`src/rtl/slave_rd_tx.sv`:
```
// Slave read-data serializer: frames a parallel read word as a start bit
// followed by DATA_WIDTH data bits (MSB first) on the rD line.
module slave_rd_tx #(
    parameter int unsigned DATA_WIDTH = 8
) (
    input  logic                  clk,
    input  logic                  rstN,
    input  logic                  start,
    input  logic [DATA_WIDTH-1:0] data_in,
    input  logic                  abort,
    output logic                  rD,
    output logic                  busy,
    output logic                  done
);

    localparam int unsigned CNT_W = (DATA_WIDTH > 1) ? $clog2(DATA_WIDTH) : 1;

    typedef enum logic [1:0] {
        IDLE  = 2'd0,
        START = 2'd1,
        SHIFT = 2'd2,
        DONE  = 2'd3
    } state_t;

    state_t                r_state;
    logic [DATA_WIDTH-1:0] r_shift;
    logic [CNT_W-1:0]      r_cnt;
    logic                  r_rd;
    logic                  r_busy;
    logic                  r_done;

    // Outputs are loaded with the values of the state being entered,
    // so each state's outputs appear for exactly the cycles it is held.
    always_ff @(posedge clk or negedge rstN) begin
        if (!rstN) begin
            r_state <= IDLE;
            r_shift <= '0;
            r_cnt   <= '0;
            r_rd    <= 1'b0;
            r_busy  <= 1'b0;
            r_done  <= 1'b0;
        end else if (abort) begin
            r_state <= IDLE;
            r_rd    <= 1'b0;
            r_busy  <= 1'b0;
            r_done  <= 1'b0;
        end else begin
            case (r_state)
                IDLE: begin
                    r_rd   <= 1'b0;
                    r_busy <= 1'b0;
                    r_done <= 1'b0;
                    if (start) begin
                        r_shift <= data_in;
                        r_state <= START;
                        r_rd    <= 1'b1;
                        r_busy  <= 1'b1;
                    end
                end
                START: begin
                    r_state <= SHIFT;
                    r_cnt   <= CNT_W'(DATA_WIDTH - 1);
                    r_rd    <= r_shift[DATA_WIDTH-1];
                    r_shift <= {r_shift[DATA_WIDTH-2:0], 1'b0};
                    r_busy  <= 1'b1;
                end
                SHIFT: begin
                    // Counter value 0 marks the last data bit on the line.
                    if (r_cnt == '0) begin
                        r_state <= DONE;
                        r_rd    <= 1'b0;
                        r_busy  <= 1'b0;
                        r_done  <= 1'b1;
                    end else begin
                        r_cnt   <= r_cnt - CNT_W'(1);
                        r_rd    <= r_shift[DATA_WIDTH-1];
                        r_shift <= {r_shift[DATA_WIDTH-2:0], 1'b0};
                    end
                end
                DONE: begin
                    r_state <= IDLE;
                    r_rd    <= 1'b0;
                    r_busy  <= 1'b0;
                    r_done  <= 1'b0;
                end
                default: begin
                    r_state <= IDLE;
                    r_rd    <= 1'b0;
                    r_busy  <= 1'b0;
                    r_done  <= 1'b0;
                end
            endcase
        end
    end

    assign rD   = r_rd;
    assign busy = r_busy;
    assign done = r_done;

endmodule

```
`config.mk`:
```
export PLATFORM = sky130hd
export DESIGN_NAME = slave_rd_tx
export DESIGN_NICKNAME = d
export VERILOG_FILES = /design/src/rtl/slave_rd_tx.sv
export SDC_FILE = /design/constraint.sdc
export NUM_CORES = 1
export LEC_CHECK = 0
export ABC_AREA = 1
export CAP_MARGIN = 10
export CORE_ASPECT_RATIO = 0.5
export CORE_MARGIN = 2
export CORE_UTILIZATION = 30
export CTS_CLUSTER_SIZE = 10
export DETAILED_ROUTE_END_ITERATION = 8
export SLEW_MARGIN = 20
export SYNTH_ARGS = -nofsm -noshare
export SYNTH_HDL_FRONTEND = slang
export SYNTH_SLANG_ARGS = --single-unit
```
`constraint.sdc`:
```
create_clock -name clk -period 2.54 [get_ports clk]
set_input_delay 0.381 -clock clk [delete_from_list [all_inputs] [get_ports clk]]
set_output_delay 0.381 -clock clk [all_outputs]
set_load 0.02 [all_outputs]
```
# Word-level counts from Yosys, hierarchy flattened
# Index checks and enable logic that the tools add are counted.
[classes] add_sub_neg=1 multipliers=0 n_div=0 magnitude_cmp=0 n_eq_ne=7 n_shift=0 mux=19 n_bitwise=1 n_reduce_logical=10
[ops] operator="$pmux 8 s3" n=1
[ops] operator="$mux 8" n=2
[ops] operator="$pmux 1 s4" n=2
[ops] operator="$pmux 2 s4" n=1
[ops] operator="$mux 1" n=7
[ops] operator="$mux 2" n=3
[ops] operator="$ne 3x3->1 const B" n=2
[ops] operator="$pmux 3 s2" n=1
[ops] operator="$reduce_bool 3->1" n=2
[ops] operator="$eq 2x2->1 const B" n=2
[ops] operator="$ne 2x2->1 const B" n=2
[ops] operator="$reduce_and 2->1" n=2
[ops] operator="$reduce_and 4->1" n=1
[ops] operator="$logic_not 3->1" n=1
[ops] operator="$mux 3" n=1
[ops] operator="$reduce_and 3->1" n=1
[ops] operator="$sub 3x1->3 const B" n=1
[ops] operator="$eq 2x1->1 const B" n=1
[ops] operator="$logic_not 2->1" n=1
[ops] operator="$pmux 1 s2" n=1
[ops] operator="$reduce_bool 2->1" n=1
[ops] operator="$reduce_or 2->1" n=1
[ops] operator="$not 1->1" n=1
[word_totals] register_bits=16 latchBits=0 ramBits=0 rom_bits=0 wordCells=44 memories=0

# Depth between registers and ports, before layout
# Gate-level depths: netlist of the first run.
[depth] ltp_word=4 mapped_depth=9 depth_no_buf=8

# Worst setup path after synthesis of the first run
# OpenSTA, ideal clock, no wires.
[synth_timing] kind="register to register" from="register r_state[0]" to="register r_cnt[2]" setup_time_ps=116 arrival_ps=1250 t_required_ps=2424 path_slack_ps=1173 path_stages_with_launch=10 path_buffers=1 cell_sequence="dfrtp_1 inv_1 ha_1 buf_4 inv_2 nor2_4 nand2_2 inv_2 nand2_1 nand2_1"
[synth_between] elab_chain_len=3 elab_cells_between_ends=6
[synth_lines] item="from (decl)" line_no="25" rtl="state_t r_state;"
[synth_lines] item="from (signal assigned)" line_no="36" rtl="r_state <= IDLE;"
[synth_lines] item="from (signal assigned)" line_no="43" rtl="r_state <= IDLE;"
[synth_lines] item="from (signal assigned)" line_no="55" rtl="r_state <= START;"
[synth_lines] item="$eq 2x2->1 / $eq 2x1->1 (equally long branches)" line_no="48" rtl="case (r_state)"
[synth_lines] item="$ne 2x2->1 (no line) / $reduce_bool 2->1 (equally long branches)"
[synth_lines] item="$reduce_and 3->1 (no line)"
[synth_lines] item="to (signal assigned)" line_no="62" rtl="r_cnt <= CNT_W'(DATA_WIDTH - 1);"
[synth_lines] item="to (signal assigned)" line_no="75" rtl="r_cnt <= r_cnt - CNT_W'(1);"
[synth_lines] item="to (decl)" line_no="27" rtl="logic [CNT_W-1:0] r_cnt;"
# Several ways; a longest one is shown, not always the timed one.
# A chain may end at the register's enable or synchronous reset.

# Final worst setup path of the first run
[layout_timing] from="register r_state[0]" to="register r_cnt[1]"
# Same word-level chain as after synthesis.

==> flow_summary.ini, run 1 <==
[floorplan]
die_w_um = 86.0
fp.coreArea_um2 = 3100
die_h_um = 45.0
dieArea_um2 = 3870
num_io_pins = 15
rows = 14
start_util_pct = 32.5

[global_route]
grt_pass1_vias = 748
grt_max_degree = 17
grtUsageTotal_pct = 11.2
grt_antenna_before_repair = 0
overflow = 0
grt_pass1_wl_um = 3270

[routing]
drc = 0
drt_iter0_markers = 14
routedWlPerCell_um = 10.2
vias = 822
ant_nets = 0
drtPass1Iterations = 4
totalWireLength_um = 1920
vias_per_cell = 4.35

[yosys]
synth_most_common_cell = nand2_1
synth_top_area_share_pct = 39.7
ys_seq_area_share_pct = 39.7
syn_nets = 152
synth_ff_type = dfrtp_1
syn_area_um2 = 1010
synth_edf_count = 0
ys_warn_count = 0
postSynthCellCount = 133
yosys.area.top_type = dfrtp_1
synth-seq-cells = 16
synthDistinctLibCells = 21
synthTopCellsByCount = nand2_1 (63), dfrtp_1 (16), nand3_1 (14)
synth.avg_cell_area_um2 = 7.58
synthTopCellsByArea = dfrtp_1 (40%), nand2_1 (23%), ha_1 (8.7%), nand3_1 (6.9%), inv_1 (3.7%)
synthArstFlopShare_pct = 100

[layout]
seqCellArea_um2 = 400
antenna-diode-count = 0
final_net_count = 169
multi_input_area_um2 = 529
area_growth_pct = 22.5
layout-drive-gt1-share_pct = 10.7
fillers = 317

[clocking]
cts_sinks = 16
clk_latency_ns = 0.25
cts_resized = 0
clk_pin_slew_worst_paths_ns = 0.07
cts_root_buf = clkbuf_8
post_cts_buffers = 0
cts_tree = built
holdBufCountCts = 0
htree_num_levels = 1
clockBufferDepth = 2
cts_buffers = 3

[pwr]
peakVddDrop_mv = 0.330
power_frac_clock_pct = 16.8
p_switching_mw = 0.617
cellLeakagePower_nw = 0.656
p_total_mw = 1.38
p_per_area_nw_per_um2 = 1120
swShare_pct = 44.6
comb_power_share_pct = 51.1
seqPwrFrac_pct = 32.1
p_int_mw = 0.767

[job]
cap_violations = 0

[critical_path]
worstReg2RegEnd = r_cnt[1]
critical_path_required_ns = 2.73
path_cells = inv_1 > ha_1 > inv_2 > nor2_4 > nand2_2 > inv_2 > nand2_1 > nand2_1
path_class = reg2reg
reg2reg_depth = 8
crit_path_end_kind = register
r2r-start = r_state[0]
crit_path_top_delay_cell = ha_1
crit_path_start_kind = register
path_max_fanout = 9
crit_arrival_ns = 1.83
max_stage_delay_ns = 0.46
timing.reg2reg.setup_slack_ns = 0.90

[timing]
finalCritPeriodShare_pct = 64.4
setup-violations-final = 0
drv_slew = 0
post-route-min-period_ns = 1.64
worst_clock_skew_ns = 0.00205
fmax_mhz = 611
rsz0062_at_grt = false
worstMarginPinSlew_ns = 0.742
setup_tns_ns = 0
final_hold_viol_count = 0
maxSlewHeadroom_pct = 50.4

[place]
io_buffer_count = 14
hpwlAfterDp_um = 1480
globalplace.congestion = 0.759

[worst_hold_path]
hold_depth = 2
hold_end = r_shift[3]
hold_start = r_shift[3]
hp-class = reg2reg

[outcome]
outcome = complete, no violations
-- per-stage QoR --
stage | std cells | setup WS (ns) | cell area, um2 | hold slack [ns] | util [%]
floorplan | 133 | 1.17 | 1010 | 0.0854 | -
global placement | 185 | 0.918 | 1180 | 0.456 | 38.1
finish | 189 | 0.905 | 1230 | 0.472 | 39.8
CTS | 189 | 0.898 | 1230 | 0.475 | 39.8
detailed placement | 185 | 0.878 | 1180 | 0.459 | 38.1
global route | 189 | 0.800 | 1230 | 0.500 | 39.8
-- state kept, by name (all words and copies together), names as in the netlist --
| register | flops |
|---|---|
| busy | 1 |
| done | 1 |
| rD | 1 |
| r_cnt | 3 |
| r_shift | 8 |
| r_state | 2 |
-- critical path: cells and delay by family, from the launching register on --
family	cells	cell delay, ns
flops	1	0.43
simple gates	4	0.32
fa+ha+maj	1	0.46
buf+inv	3	0.36
-- worst max-delay path by stage --
| stage | from | end |
|---|---|---|
| 3_3_place_gp | abort | r_shift[0] |
| 6_report | r_state[0] | r_cnt[1] |
| 5_1_grt | r_state[0] | r_cnt[2] |
| 3_5_place_dp | abort | r_shift[1] |
| 4_1_cts | r_state[0] | r_cnt[1] |
| 2_1_floorplan | r_state[0] | r_cnt[2] |
-- kinds of logic (layout without fill, tap and decap cells) --
logic type | Yosys count | in the layout | share of synthesized area [%]
DFF | 16 | 16 | 39.7
AOI/OAI and AO/OA | 3 | 3 | 1.49
buffers and inverters | 17 | 33 | 7.82
and+or+nand+nor | 90 | 90 | 42.3
adders and majority gates | 7 | 7 | 8.68
-- cell type report --
type	instances	area share, %
Tap cell	40	4.05
Multi-Input combinational cell	100	42.9
Inverter	15	4.86
Sequential cell	16	32.4
Timing Repair Buffer	14	11.3
Clock buffer	4	4.46
-- power by group through the flow --
stage                     combinational, mW  sequential, mW  clock [mW]
final                                 0.707           0.445       0.232
after global routing                  0.808           0.458       0.251
after CTS                             0.714           0.443       0.235
after detailed placement              0.712           0.447           0
after global placement                0.703           0.448           0
after floorplan                       0.549           0.450           0
-- placed cells by master, fill, tap and decap left out --
cell type / n
a21oi_1: 2
clkbuf_8: 4
clkdlybuf4s50_1: 14
clkinv_2: 1
dfrtp_1: 16
ha_1: 7
inv_1: 10
inv_2: 3
inv_4: 1
nand2_1: 63
nand2_2: 1
nand2_4: 2
nand3_1: 14
nand3_4: 1
nand3b_1: 1
nand4_1: 1
nor2_1: 3
nor2_4: 2
nor2_8: 1
o21ai_1: 1
or2_1: 1
-- routing by layer --
metal	share of wire [%]	global-route usage, %
met4	0	1.90
met5	0	0
met2	43	18.3
met1	52	14.6
met3	4.6	4.39
No activity file was read; power rests on OpenSTA's default activity.
==> run 2, diff against run 1 <==
==> constraint.sdc (replaced) <==
create_clock -name clk -period 1.7 [get_ports clk]
set_input_delay 0.255 -clock clk [delete_from_list [all_inputs] [get_ports clk]]
set_output_delay 0.255 -clock clk [all_outputs]
set_load 0.02 [all_outputs]
==> run 2 against run 1 <==
Net effect: clock skew grew 0.0017 ns; die area unchanged; combinational power rose by 54%; utilization is 0.73 points higher; critical path depth decreased by 7; hold slack got worse by 0.15 ns; global-route usage about the same.
==> flow_summary.ini, run 2 (same netlist as run 1, synthesis figures left out) <==
[timing]
final_hold_viol_count = 0
finalCritPeriodShare_pct = 85.5
fmax_mhz = 688
drv_slew = 0
worst_clock_skew_ns = 0.00374
holdWs_ns = 0.327
post-route-min-period_ns = 1.45
maxSlewHeadroom_pct = 83.0
rsz0062_at_grt = false
setup-violations-final = 0
setup_tns_ns = 0
worstMarginPinSlew_ns = 0.254

[pwr]
cellLeakagePower_nw = 0.671
peakVddDrop_mv = 0.562
p_per_area_nw_per_um2 = 1650

[floorplan]
fp.coreArea_um2 = 3100
start_util_pct = 32.5
num_io_pins = 15
die_w_um = 86.0
dieArea_um2 = 3870
rows = 14
die_h_um = 45.0

[layout]
layout-drive-gt1-share_pct = 12.5
top_register = r_shift
final_net_count = 172
mostFrequentLayoutCell = nand2_1
design_area_um2 = 1260
final_cell_mix = nand2_1 (63), dfrtp_1 (16), nand3_1 (14), clkdlybuf4s50_1 (14), inv_1 (10)
fillers = 318
antenna-diode-count = 0
seqCellArea_um2 = 400
biggestRegsByFlops = r_shift (8), r_cnt (3), r_state (2)
area_growth_pct = 24.7
instances_no_fill = 192
largest_reg_flops = 8
multi_input_area_um2 = 529

[routing]
drt_iter0_markers = 28
vias_per_cell = 4.28
drc = 0
drtPass1Iterations = 4
vias = 822
routedWlPerCell_um = 9.78
totalWireLength_um = 1880
ant_nets = 0

[clocking]
htree_num_levels = 1
cts_buffers = 3
cts_root_buf = clkbuf_8
post_cts_buffers = 0
cts_sinks = 16
clk_latency_ns = 0.25
holdBufCountCts = 0
cts_tree = built
clockBufferDepth = 2
cts_resized = 0
clk_pin_slew_worst_paths_ns = 0.06

[global_route]
grt_antenna_before_repair = 0
grtUsageTotal_pct = 11.2
overflow = 0
grt_pass1_vias = 752
grt_max_degree = 17
grt_pass1_wl_um = 3260

[critical_path]
crit_path_top_delay_cell = clkdlybuf4s50_1
max_stage_delay_ns = 0.60
crit_buf_inv = 1
path_max_fanout = 2
crit_path_end_kind = output pin
path_class = reg2out
crit_path_start_kind = register
crit_family = buffers and inverters
path_cells = clkdlybuf4s50_1
crit_arrival_ns = 1.20
critical_path_required_ns = 1.44

[outcome]
outcome = complete, no violations

[worst_hold_path]
hp-class = in2async

[place]
globalplace.congestion = 0.769
place_area_um2 = 1200
dp_cells = 188
hpwlAfterDp_um = 1470
io_buffer_count = 14

[job]
cap_violations = 0
## run 2: cell type report
type | count | share of cell area (%)
Clock buffer | 4 | 4.38
Sequential cell | 16 | 31.8
Inverter | 15 | 4.78
Multi-Input combinational cell | 100 | 42.1
Tap cell | 40 | 3.98
Timing Repair Buffer | 17 | 12.9
## run 2: routing by layer
layer	GRT usage, %	up-vias	part of all wire, %
met5	0	-	0
met4	3.81	0	0.43
met3	3.84	2	4.2
met2	18.4	12	44
met1	14.0	363	52
li1	-	445	-
## run 2: metrics by stage
step                power, mW  utilization [%]  setup slack (ns)
finish                   2.08             40.6             0.247
floorplan                1.49                -             0.333
detailed placement       1.77             38.8             0.157
global placement         1.76             38.8             0.206
global route             2.30             40.6             0.150
CTS                      2.12             40.6             0.223
## run 2: path summary, 6_finish.rpt
check / depth (start not counted) / endpoint / from / slack (ns)
worst max register to register: 8 / r_cnt[1] / r_state[0] / 0.27
worst min register to register: 2 / r_shift[6] / r_shift[6] / 0.47
worst max-delay path: 1 / busy / busy / 0.25
max in group asynchronous: 2 / done / rstN / 1.18
min in group clk: 2 / r_shift[6] / r_shift[6] / 0.47
worst min-delay path: 2 / r_shift[2] / rstN / 0.33
## run 2: power breakdown
group	switching, mW	internal (mW)
logic	0.666	0.420
clock network	0.128	0.205
registers	0.103	0.553
==> run 3, diff against run 2 <==
--- a/config.mk
+++ b/config.mk
@@ -7,11 +7,14 @@
 export LEC_CHECK = 0
 export ABC_AREA = 1
 export CAP_MARGIN = 10
+export CELL_PAD_IN_SITES_DETAIL_PLACEMENT = 0
+export CELL_PAD_IN_SITES_GLOBAL_PLACEMENT = 1
 export CORE_ASPECT_RATIO = 0.5
 export CORE_MARGIN = 2
 export CORE_UTILIZATION = 30
 export CTS_CLUSTER_SIZE = 10
 export DETAILED_ROUTE_END_ITERATION = 8
+export PLACE_DENSITY_LB_ADDON = 0.1
 export SLEW_MARGIN = 20
 export SYNTH_ARGS = -nofsm -noshare
 export SYNTH_HDL_FRONTEND = slang
==> run 3 against run 2 <==
Net effect: utilization shrank 0.20 points; critical path type unchanged; design area shrank 0.50%; power shrank 1.3%; sequential power is essentially flat; highest routed layer unchanged.
==> flow_summary.ini, run 3 (same netlist as run 1, synthesis figures left out) <==
[clocking]
clockBufferDepth = 2
cts_resized = 0
cts_root_buf = clkbuf_8
cts_buffers = 3
cts_tree = built
clk_pin_slew_worst_paths_ns = 0.07
holdBufCountCts = 0
htree_num_levels = 1
post_cts_buffers = 0
cts_sinks = 16
clk_latency_ns = 0.25

[global_route]
grtUsageTotal_pct = 12.5
grt_pass1_vias = 746
grt_antenna_before_repair = 0
grt_max_degree = 17
grt_pass1_wl_um = 3590
overflow = 0

[critical_path]
path_max_fanout = 2
cp-startpoint = busy
reg2reg_depth = 7
critical_path_required_ns = 1.44
crit_family = buffers and inverters
crit_path_top_delay_cell = clkdlybuf4s50_1
path_cells = clkdlybuf4s50_1
crit_path_end_kind = output pin
path_class = reg2out
crit_arrival_ns = 1.20
crit_buf_inv = 1
max_stage_delay_ns = 0.60
cp_num_cells = 1
r2r-start = r_state[0]
crit_path_end = busy
worstReg2RegEnd = r_state[1]
crit_path_start_kind = register
timing.reg2reg.setup_slack_ns = 0.29

[floorplan]
die_h_um = 45.0
start_util_pct = 32.5
rows = 14
die_w_um = 86.0
fp.coreArea_um2 = 3100
dieArea_um2 = 3870
num_io_pins = 15

[routing]
drtPass1Iterations = 4
routedWlPerCell_um = 10.9
ant_nets = 0
met2_length_um = 856
totalWireLength_um = 2090
vias_per_cell = 4.31
vias = 827
maxUsedRoutingLayer = met4
drt_iter0_markers = 18
drc = 0
wl_met3_um = 79
wl_met1_um = 1140

[timing]
fin_ws_ns = 0.243
rsz0062_at_grt = false
drv_slew = 0
maxSlewHeadroom_pct = 85.1
worstMarginPinSlew_ns = 0.224
post-route-min-period_ns = 1.46
worst_clock_skew_ns = 0.00548
setup-violations-final = 0
fmax_mhz = 686
final_hold_viol_count = 0
finalCritPeriodShare_pct = 85.7
setup_tns_ns = 0

[layout]
final_cell_mix = nand2_1 (63), dfrtp_1 (16), nand3_1 (14), clkdlybuf4s50_1 (14), inv_1 (10)
layout-drive-gt1-share_pct = 12.5
top_register = r_shift
seqCellArea_um2 = 400
antenna-diode-count = 0
final_net_count = 173
mostFrequentLayoutCell = nand2_1
multi_input_area_um2 = 529
largest_reg_flops = 8
biggestRegsByFlops = r_shift (8), r_cnt (3), r_state (2)
fillers = 330
design_area_um2 = 1250
area_growth_pct = 24.1

[place]
place_area_um2 = 1210
globalplace.congestion = 0.717
place_ws_ns = 0.250
hpwlAfterDp_um = 1560
io_buffer_count = 14

[pwr]
cellLeakagePower_nw = 0.669
peakVddDrop_mv = 0.569
p_per_area_nw_per_um2 = 1640

[worst_hold_path]
hp-class = in2async

[job]
cap_violations = 0

[outcome]
outcome = complete, no violations
## run 3: worst min-delay path by stage
| stage | start | end | cells after the start | slack [ns] |
|---|---|---|---|---|
| final | rstN | r_shift[1] | 2 | 0.32 |
| after global routing | rstN | r_shift[1] | 2 | 0.34 |
| after CTS | rstN | r_shift[1] | 2 | 0.33 |
| after detailed placement | r_shift[2] | r_shift[2] | 2 | 0.46 |
| after global placement | r_shift[6] | r_shift[6] | 2 | 0.46 |
| after floorplan | rstN | busy | 0 | -0.04 |
## run 3: layout make-up
type | instances | area share [%]
clock buffer | 3 | 3.30
tap | 40 | 4.00
multi-input combinational | 100 | 42.3
timing repair buffer | 18 | 13.6
sequential | 16 | 32.0
inverter | 15 | 4.80
## run 3: layer usage
metal	GRT usage, %	up-vias
met5	0	-
met3	4.39	2
met2	20.2	9
li1	-	452
met1	16.2	364
met4	3.81	0
## run 3: through the flow
step                      util [%]  hold WS, ns  total power, mW  instances
after floorplan                  -      -0.0406             1.49        133
after detailed placement      39.0        0.461             1.78        189
after CTS                     40.4        0.327             2.09        192
after global routing          40.4        0.344             2.27        192
after global placement        39.0        0.460             1.79        189
final                         40.4        0.321             2.05        192
## run 3: power breakdown
group / internal [mW] / switching, mW / total (mW)
Sequential: 0.553 / 0.105 / 0.658
Clock: 0.157 / 0.131 / 0.288
Combinational: 0.423 / 0.679 / 1.10
